==> src/rtl/tdoa_pkg.sv <==
// Shared types and constants for the three-microphone TDoA capture path.
package tdoa_pkg;

  localparam int TIME_W = 32;

  localparam logic [1:0] MIC1 = 2'd1;
  localparam logic [1:0] MIC2 = 2'd2;
  localparam logic [1:0] MIC3 = 2'd3;

  typedef enum logic [2:0] {
    ST_IDLE,
    ST_CLEAR,
    ST_ARMED,
    ST_WAIT_ALL,
    ST_LATCH,
    ST_REPORT,
    ST_HOLDOFF
  } state_e;

endpackage

==> src/rtl/tdoa_delta_calc.sv <==
// Combinational time-difference and earliest-mic computation, mic 1 as reference.
module tdoa_delta_calc
  import tdoa_pkg::*;
(
  input  logic [TIME_W-1:0]        t1_i,
  input  logic [TIME_W-1:0]        t2_i,
  input  logic [TIME_W-1:0]        t3_i,
  output logic signed [TIME_W-1:0] dt_21_o,
  output logic signed [TIME_W-1:0] dt_31_o,
  output logic [1:0]               first_mic_o
);

  logic signed [TIME_W-1:0] min_v;

  // Modulo-2^32 differences stay correct across sample-counter wrap; strict
  // less-than in index order makes ties resolve to the lowest mic index.
  always_comb begin
    dt_21_o     = signed'(t2_i - t1_i);
    dt_31_o     = signed'(t3_i - t1_i);
    first_mic_o = MIC1;
    min_v       = '0;
    if (dt_21_o < min_v) begin
      first_mic_o = MIC2;
      min_v       = dt_21_o;
    end
    if (dt_31_o < min_v) begin
      first_mic_o = MIC3;
    end
  end

endmodule

==> src/rtl/tdoa_capture_controller.sv <==
// Sequences clear / arm / capture / report / holdoff cycles for three peak detectors.
// Handshake: result_valid rises with a fresh capture and stays high with stable
// outputs until result_ack is sampled high while valid; ack at any other time is ignored.
module tdoa_capture_controller
  import tdoa_pkg::*;
#(
  parameter int CLEAR_CYCLES = 4,
  parameter int TIMEOUT      = 2000,
  parameter int HOLDOFF      = 4800,
  parameter int CNT_W        = 16
) (
  input  logic                     pcm_clk,
  input  logic                     reset,
  input  logic                     enable,
  input  logic                     peak_triggered_1,
  input  logic                     peak_triggered_2,
  input  logic                     peak_triggered_3,
  input  logic [TIME_W-1:0]        triggered_time_1,
  input  logic [TIME_W-1:0]        triggered_time_2,
  input  logic [TIME_W-1:0]        triggered_time_3,
  output logic                     det_clear,
  output logic                     result_valid,
  input  logic                     result_ack,
  output logic signed [TIME_W-1:0] dt_21,
  output logic signed [TIME_W-1:0] dt_31,
  output logic [1:0]               first_mic,
  output logic                     timeout_flag,
  output logic [CNT_W-1:0]         capture_count,
  output logic [CNT_W-1:0]         abort_count,
  output state_e                   dbg_state
);

  // One shared timer covers the clear, timeout and holdoff intervals.
  localparam int TMR_MAX = (HOLDOFF > TIMEOUT)
                         ? ((HOLDOFF > CLEAR_CYCLES) ? HOLDOFF : CLEAR_CYCLES)
                         : ((TIMEOUT > CLEAR_CYCLES) ? TIMEOUT : CLEAR_CYCLES);
  localparam int TMR_W = $clog2(TMR_MAX + 1);

  localparam logic [TMR_W-1:0] CLR_LAST = TMR_W'(CLEAR_CYCLES - 1);
  localparam logic [TMR_W-1:0] TO_LAST  = TMR_W'(TIMEOUT - 1);
  localparam logic [TMR_W-1:0] HO_LAST  = TMR_W'(HOLDOFF - 1);

  state_e                   state_q;
  logic [TMR_W-1:0]         timer_q;
  logic                     det_clear_q;
  logic                     result_valid_q;
  logic signed [TIME_W-1:0] dt_21_q;
  logic signed [TIME_W-1:0] dt_31_q;
  logic [1:0]               first_mic_q;
  logic                     timeout_flag_q;
  logic [CNT_W-1:0]         capture_count_q;
  logic [CNT_W-1:0]         abort_count_q;

  logic                     any_trig;
  logic                     all_trig;
  logic signed [TIME_W-1:0] calc_dt_21;
  logic signed [TIME_W-1:0] calc_dt_31;
  logic [1:0]               calc_first;

  assign any_trig = peak_triggered_1 | peak_triggered_2 | peak_triggered_3;
  assign all_trig = peak_triggered_1 & peak_triggered_2 & peak_triggered_3;

  tdoa_delta_calc u_delta_calc (
    .t1_i        (triggered_time_1),
    .t2_i        (triggered_time_2),
    .t3_i        (triggered_time_3),
    .dt_21_o     (calc_dt_21),
    .dt_31_o     (calc_dt_31),
    .first_mic_o (calc_first)
  );

  // Capture sequencer: all outputs are registered alongside the state.
  always_ff @(posedge pcm_clk or posedge reset) begin
    if (reset) begin
      state_q         <= ST_IDLE;
      timer_q         <= '0;
      det_clear_q     <= 1'b1;
      result_valid_q  <= 1'b0;
      dt_21_q         <= '0;
      dt_31_q         <= '0;
      first_mic_q     <= 2'd0;
      timeout_flag_q  <= 1'b0;
      capture_count_q <= '0;
      abort_count_q   <= '0;
    end else begin
      case (state_q)
        ST_IDLE: begin
          det_clear_q <= 1'b1;
          if (enable) begin
            state_q <= ST_CLEAR;
            timer_q <= CLR_LAST;
          end
        end
        ST_CLEAR: begin
          if (timer_q == '0) begin
            state_q     <= ST_ARMED;
            det_clear_q <= 1'b0;
          end else begin
            timer_q <= timer_q - 1'b1;
          end
        end
        ST_ARMED: begin
          if (all_trig) begin
            state_q <= ST_LATCH;
          end else if (any_trig) begin
            state_q <= ST_WAIT_ALL;
            timer_q <= '0;
          end else if (!enable) begin
            state_q     <= ST_IDLE;
            det_clear_q <= 1'b1;
          end
        end
        ST_WAIT_ALL: begin
          // A completing trigger beats a coincident timeout expiry.
          if (all_trig) begin
            state_q <= ST_LATCH;
          end else if (!enable) begin
            state_q     <= ST_IDLE;
            det_clear_q <= 1'b1;
          end else if (timer_q == TO_LAST) begin
            state_q        <= ST_HOLDOFF;
            timer_q        <= HO_LAST;
            det_clear_q    <= 1'b1;
            timeout_flag_q <= 1'b1;
            abort_count_q  <= abort_count_q + 1'b1;
          end else begin
            timer_q <= timer_q + 1'b1;
          end
        end
        ST_LATCH: begin
          state_q         <= ST_REPORT;
          dt_21_q         <= calc_dt_21;
          dt_31_q         <= calc_dt_31;
          first_mic_q     <= calc_first;
          capture_count_q <= capture_count_q + 1'b1;
          timeout_flag_q  <= 1'b0;
          result_valid_q  <= 1'b1;
        end
        ST_REPORT: begin
          if (result_ack && result_valid_q) begin
            state_q        <= ST_HOLDOFF;
            timer_q        <= HO_LAST;
            result_valid_q <= 1'b0;
            det_clear_q    <= 1'b1;
          end
        end
        ST_HOLDOFF: begin
          if (timer_q == '0) begin
            if (enable) begin
              state_q <= ST_CLEAR;
              timer_q <= CLR_LAST;
            end else begin
              state_q <= ST_IDLE;
            end
          end else begin
            timer_q <= timer_q - 1'b1;
          end
        end
        default: begin
          state_q     <= ST_IDLE;
          det_clear_q <= 1'b1;
        end
      endcase
    end
  end

  assign det_clear     = det_clear_q;
  assign result_valid  = result_valid_q;
  assign dt_21         = dt_21_q;
  assign dt_31         = dt_31_q;
  assign first_mic     = first_mic_q;
  assign timeout_flag  = timeout_flag_q;
  assign capture_count = capture_count_q;
  assign abort_count   = abort_count_q;
  assign dbg_state     = state_q;

endmodule

==> config.mk <==
export PLATFORM = sky130hd
export DESIGN_NAME = tdoa_capture_controller
export DESIGN_NICKNAME = d
export VERILOG_FILES = /design/src/rtl/tdoa_pkg.sv /design/src/rtl/tdoa_delta_calc.sv /design/src/rtl/tdoa_capture_controller.sv
export SDC_FILE = /design/constraint.sdc
export NUM_CORES = 1
export LEC_CHECK = 0
export ABC_AREA = 1
export CELL_PAD_IN_SITES_DETAIL_PLACEMENT = 1
export CELL_PAD_IN_SITES_GLOBAL_PLACEMENT = 1
export CORE_MARGIN = 2
export CORE_UTILIZATION = 38
export CTS_BUF_LIST = sky130_fd_sc_hd__clkbuf_4
export DETAILED_ROUTE_END_ITERATION = 10
export PLACE_DENSITY = 0.9
export SLEW_MARGIN = 30
export SYNTH_ARGS = -nofsm -noshare
export SYNTH_HDL_FRONTEND = slang
export SYNTH_SLANG_ARGS = --single-unit
==> constraint.sdc <==
create_clock -name pcm_clk -period 9.1 [get_ports pcm_clk]
set_input_delay 1.82 -clock pcm_clk [delete_from_list [all_inputs] [get_ports pcm_clk]]
set_output_delay 1.82 -clock pcm_clk [all_outputs]
set_load 0.1 [all_outputs]
After elaboration in Yosys (flattened, before gate mapping)
Cells that the tools add are included.
{"block": "totals", "reg_bits": 117, "input_bits": 103, "wordCells": 98}
{"block": "op_classes", "addsub": 6, "order_cmp": 2, "eq_ne": 22, "muxes": 39, "bitwise": 6, "n_reduce_logical": 13}
{"cell": "2-to-1 mux 13 bit", "n": 9}
{"cell": "one-hot mux 13 bit (6 select lines)", "n": 1}
{"cell": "subtractor 32 bit", "n": 2}
{"cell": "adder 16 x 1 -> 16 bit, second input constant", "n": 2}
{"cell": "< comparator 32 x 1 -> 1 bit, second input constant", "n": 1}
{"cell": "< comparator 32 bit", "n": 1}
{"cell": "2-to-1 mux 32 bit", "n": 1}
{"cell": "2-to-1 mux 3 bit", "n": 10}
{"cell": "!= test 2 bit, second input constant", "n": 12}
{"cell": "one-hot mux 3 bit (7 select lines)", "n": 1}
{"cell": "adder 13 x 1 -> 13 bit, second input constant", "n": 1}
{"cell": "equality test 13 x 11 -> 1 bit, second input constant", "n": 1}
{"cell": "logical NOT 13 bit", "n": 1}
{"cell": "subtractor 13 x 1 -> 13 bit, second input constant", "n": 1}
{"cell": "2-to-1 mux 1 bit", "n": 12}
{"cell": "equality test 3 bit, second input constant", "n": 3}
{"cell": "!= test 4 bit, second input constant", "n": 2}
{"cell": "AND reduction 4 bit", "n": 2}
{"cell": "AND reduction 8 bit", "n": 1}
{"cell": "AND reduction 7 bit", "n": 1}
{"cell": "equality test 3 x 2 -> 1 bit, second input constant", "n": 2}
{"cell": "AND reduction 6 bit", "n": 1}
{"cell": "nonzero test 6 bit", "n": 1}
{"cell": "one-hot mux 1 bit (5 select lines)", "n": 1}
{"cell": "other kinds (12)", "n": 18}

Depth between registers and ports, before layout
{"block": "logic_depth", "depth_word": 5, "depth_mapped": 32}

By module
Synthesis repeated with hierarchy kept, for this count alone.
{"block": "unflattened", "cells_unflattened": 1443, "area_unflattened_um2": 10103.4}
{"module": "tdoa_capture_controller", "instances": 1, "cells_each": 809, "area_per_inst_um2": 6075.8, "seq_area_each_um2": 2929.1}
{"module": "tdoa_delta_calc", "instances": 1, "cells_each": 634, "area_per_inst_um2": 4027.6, "seq_area_each_um2": 0.0}

Worst setup path before layout
No wires, ideal clock.
{"block": "synth_timing", "path_kind": "in2reg", "startpoint": "in triggered_time_1[12]", "endpoint": "reg first_mic_q[1], in the netlist first_mic[1]", "setup_ps": 113, "arrival_time_ps": 4792, "t_required_ps": 8987, "path_slack_ps": 4195, "stages": 24, "n_path_buf": 0, "path_cell_list": "inv_1 > ha_1 > a21oi_1 > o21ai_1 > nor2_4 > nand2_4 > a21oi_2 > o21ba_2 > inv_2 > nand2_1 > nand2_1 > nand2_1 > o2111ai_1 > xor2_1 > or2_1 > ha_1 > nand4_1 > nor3_1 > nor4b_1 > nand2_1 > nand3_1 > nand3_1 > nand2_1 > inv_1"}
{"block": "synth_between", "elab_chain_len": 5}
{"item": "start: declaration", "line": "tdoa_capture_controller.sv:18", "source": "input logic [TIME_W-1:0] triggered_time_1,"}
{"item": "subtractor 32 bit", "line": "tdoa_delta_calc.sv:18", "source": "dt_21_o = signed'(t2_i - t1_i);"}
{"item": "< comparator 32 x 1 -> 1 bit", "line": "tdoa_delta_calc.sv:22", "source": "if (dt_21_o < min_v) begin"}
{"item": "2-to-1 mux 32 bit", "line": "tdoa_delta_calc.sv:22"}
{"item": "< comparator 32 bit", "line": "tdoa_delta_calc.sv:26", "source": "if (dt_31_o < min_v) begin"}
{"item": "2-to-1 mux 2 bit (*)", "line": "tdoa_delta_calc.sv:26"}
{"item": "end signal: assignment", "line": "tdoa_capture_controller.sv:134", "source": "first_mic_q <= calc_first;"}
{"item": "end: declaration", "line": "tdoa_capture_controller.sv:49", "source": "logic [1:0] first_mic_q;"}
Mark *: on every way between the ends. The rest lies on a longest branch, timed or not.
A chain may end at the register's enable or synchronous reset.

Worst setup path in the final report
{"block": "layout_timing", "startpoint": "in triggered_time_1[0]", "endpoint": "reg first_mic_q[0], in the netlist first_mic[0]"}
The elaborated chain is that of the path after synthesis.

==> run metrics <==
Post-route DRC 0; Critical Path Source Type input port; Worst-path clk slew 0.15 ns; DPL Wire Length 26230 µm; largest net degree at the start of global routing 63; Max-Cap Viols 0; area of the multi-input gates 0.005828 mm²; RSZ-0062 raised after global routing no; RePlAce Congestion 0.9155; Max Clock Freq 172.9 MHz; DRT Pass-1 Iters 5; maximum buffer depth of the clock tree 2; final net count 1690; VDD IR max 0.2942 mV; Finish-stage setup viols 0; mux cell area share after synthesis 0%; WL per Instance 17.81 µm; crit path kind input port to flop; area delta synth->final 27.91%; top_reg_cell synth dfrtp_1; Die Area 0.02619 mm²; slowest stage cell on the critical path clkdlybuf4s50_1; CP most frequent cell nand3_1; post-synthesis simple-gate area fraction 25.17%; initial antenna violation count 1; Worst Skew 0.03607 ns; Filler cells 3074; endpoints failing hold 0; TritonCTS clock tree yes; min Tclk post-route 5.785 ns; Synthesized Nets 1485; Synth Area in Compound Gates 14.37%; Design Area, Final 0.01211 mm²; share of cells above drive strength 1 6.795%; GRT Total Usage 25.15%; slew margin rel. 30.40%; grt total ovfl 0; Worst Path Required 9.57 ns; Synth Area in Adders 13.24%; Final TNS setup 0 ns; mean cell area of the mapped netlist 7.378 µm²; worst hold-check path type flop to flop; Gate Count Post-Synth 1283; vias in the first global route 10490; critical path capture point type flop; clock share of power 10.3%; Async S/R FF share, synth 100.0%; first-pass GRT wire length 52850 µm; outcome completed; final period utilization 63.57%; final-report max-slew violation count 0; Synth Register Bits 117; I/O Pins 207; Post-synth EDFFs 0; WL final 32540 µm; Static Leak 0.005846 µW; switch share 61.39%; CTS Sinks 117; CTS resizes 0; CP bufs+invs 3; dpl cell area 0.01184 mm²; XOR/XNOR share of the synthesized area 8.789%; critical path fanouts, max 4; Register Area 0.002929 mm²; cell family with most CP delay simple AND/OR/NAND/NOR gates; setup bufs post-CTS 0; DRT iter0 DRCs 572; Clock Latency Late Sink 0.58 ns; DR vias 9742; cell count after placement 1793; combinational power share 67.4%; Seq pwr share 22.3%; YS warnings 0; Yosys cell types 62; Non-Filler Instances 1827; CP max stage delay 0.50 ns; share of the yosys chip area belonging to registers 30.94%; WP data arrival 6.26 ns; Int Power 1496 µW; starting density of the core 38.81%; H-tree depth 4; IO Port Bufs 206; clock root buffer clkbuf_4; Power Dens Cells 320.0 mW/mm²; Num CTS Buffers 17; P_sw 2379 µW; die width 161.8 µm; Die H 161.8 µm; Final ANT Viol Nets 0; Worst Slack Setup Final 3.315 ns; DP Worst Slack 2.732 ns; row count 57; DR vias/cell 5.332; Slew @ Worst Pin 1.041 ns; worst reg2reg setup slack 6.14 ns; main combinational cell family by area after synthesis simple AND/OR/NAND/NOR gates; core area 0.02439 mm²; # hold bufs at CTS 0; cell area after synthesis 0.009467 mm²
stage by stage:
step	utilization, %	power (µW)	hold WS [ns]
2_1_floorplan	-	2786	0.5614
3_3_place_gp	48.58	3413	0.4588
3_5_place_dp	48.52	3478	0.4675
4_1_cts	49.63	3886	0.4871
5_1_grt	49.64	4082	0.4948
6_report	49.65	3875	0.4779
synth_stat cells, types with 3 or more instances:
library cell    n  area (µm²)
nand2_1       373        1400
inv_1         141       529.3
dfrtp_1       116        2903
ha_1           97        1214
a21oi_1        91       455.4
nor2_1         79       296.5
xor2_1         67       586.8
o21ai_0        43       215.2
nand3_1        38       190.2
xnor2_1        28       245.2
nor3_1         19       95.09
o21ai_1        19       95.09
inv_2          18       67.56
nand4_1        15       93.84
clkbuf_1       14       52.55
nand2_2        10       62.56
o22ai_1        10       62.56
a211oi_1        7       52.55
a31oi_1         7       43.79
buf_2           6       30.03
nor2_2          6       37.54
nor4_1          4       25.02
o2111ai_1       4       35.03
o21ai_2         4       35.03
o221ai_1        4       35.03
a21o_1          3       22.52
a21oi_2         3       26.28
nor2_4          3       33.78
nor3_2          3       30.03
o21bai_1        3       22.52
o31ai_1         3       22.52
or2_2           3       18.77
final timing paths:
kind,cells after the start,to,startpoint
setup / recovery,25,first_mic[0],triggered_time_1[0]
hold / removal,1,abort_count[15],abort_count[15]
setup reg to reg,13,timer_q[9],timer_q[0]
hold reg to reg,1,abort_count[15],abort_count[15]
max in group asynchronous,3,timer_q[2],reset
min in group asynchronous,2,abort_count[15],reset
power groups by stage:
stage / Sequential [µW] / Clock, µW / Combinational, µW
floorplan: 2000 / 0 / 790
global placement: 863 / 0 / 2550
detailed placement: 870 / 0 / 2610
CTS: 863 / 405 / 2620
global route: 884 / 428 / 2770
finish: 865 / 399 / 2610
registers in the layout, indices dropped and copies added (netlist names):
register	cells
capture_count	16
timeout_flag	1
dt_21	32
first_mic	2
abort_count	16
result_valid	1
dbg_state	3
dt_31	32
det_clear	1
timer_q	13
cells by family after synthesis:
kind of cell / after synthesis
xor gates and xnor gates: 95
DFF: 117
adders and majority gates: 99
buffers and inverters: 183
AOI/OAI and AO/OA: 227
and+or+nand+nor: 562
cell usage in the layout (no fill, tap or decap), types with 15 or more instances in the layout:
cell type,count
nand2_1,373
clkdlybuf4s50_1,203
inv_1,140
dfrtp_1,116
ha_1,97
a21oi_1,91
nor2_1,79
xor2_1,67
o21ai_0,43
nand3_1,38
xnor2_1,28
nor3_1,19
o21ai_1,19
inv_2,18
clkbuf_4,17
nand4_1,15
metal layers:
metal  track usage (%)  vias up  part of all wire [%]
li1                  -     4633                     -
met1             31.11     4759                    43
met2             45.15      285                    50
met3             3.728       65                   4.5
met4             7.723        0                   2.4
met5                 0        -                     0
area by class of cell:
type / count / share of cell area (%)
sequential: 117 / 24.19
timing repair buffer: 209 / 17.09
multi-input combinational: 983 / 48.13
clock inverter: 15 / 1.168
clock buffer: 17 / 1.054
antenna: 2 / 0.04133
tap: 324 / 3.348
inverter: 160 / 4.980
Power figures use the tool's default switching activity.
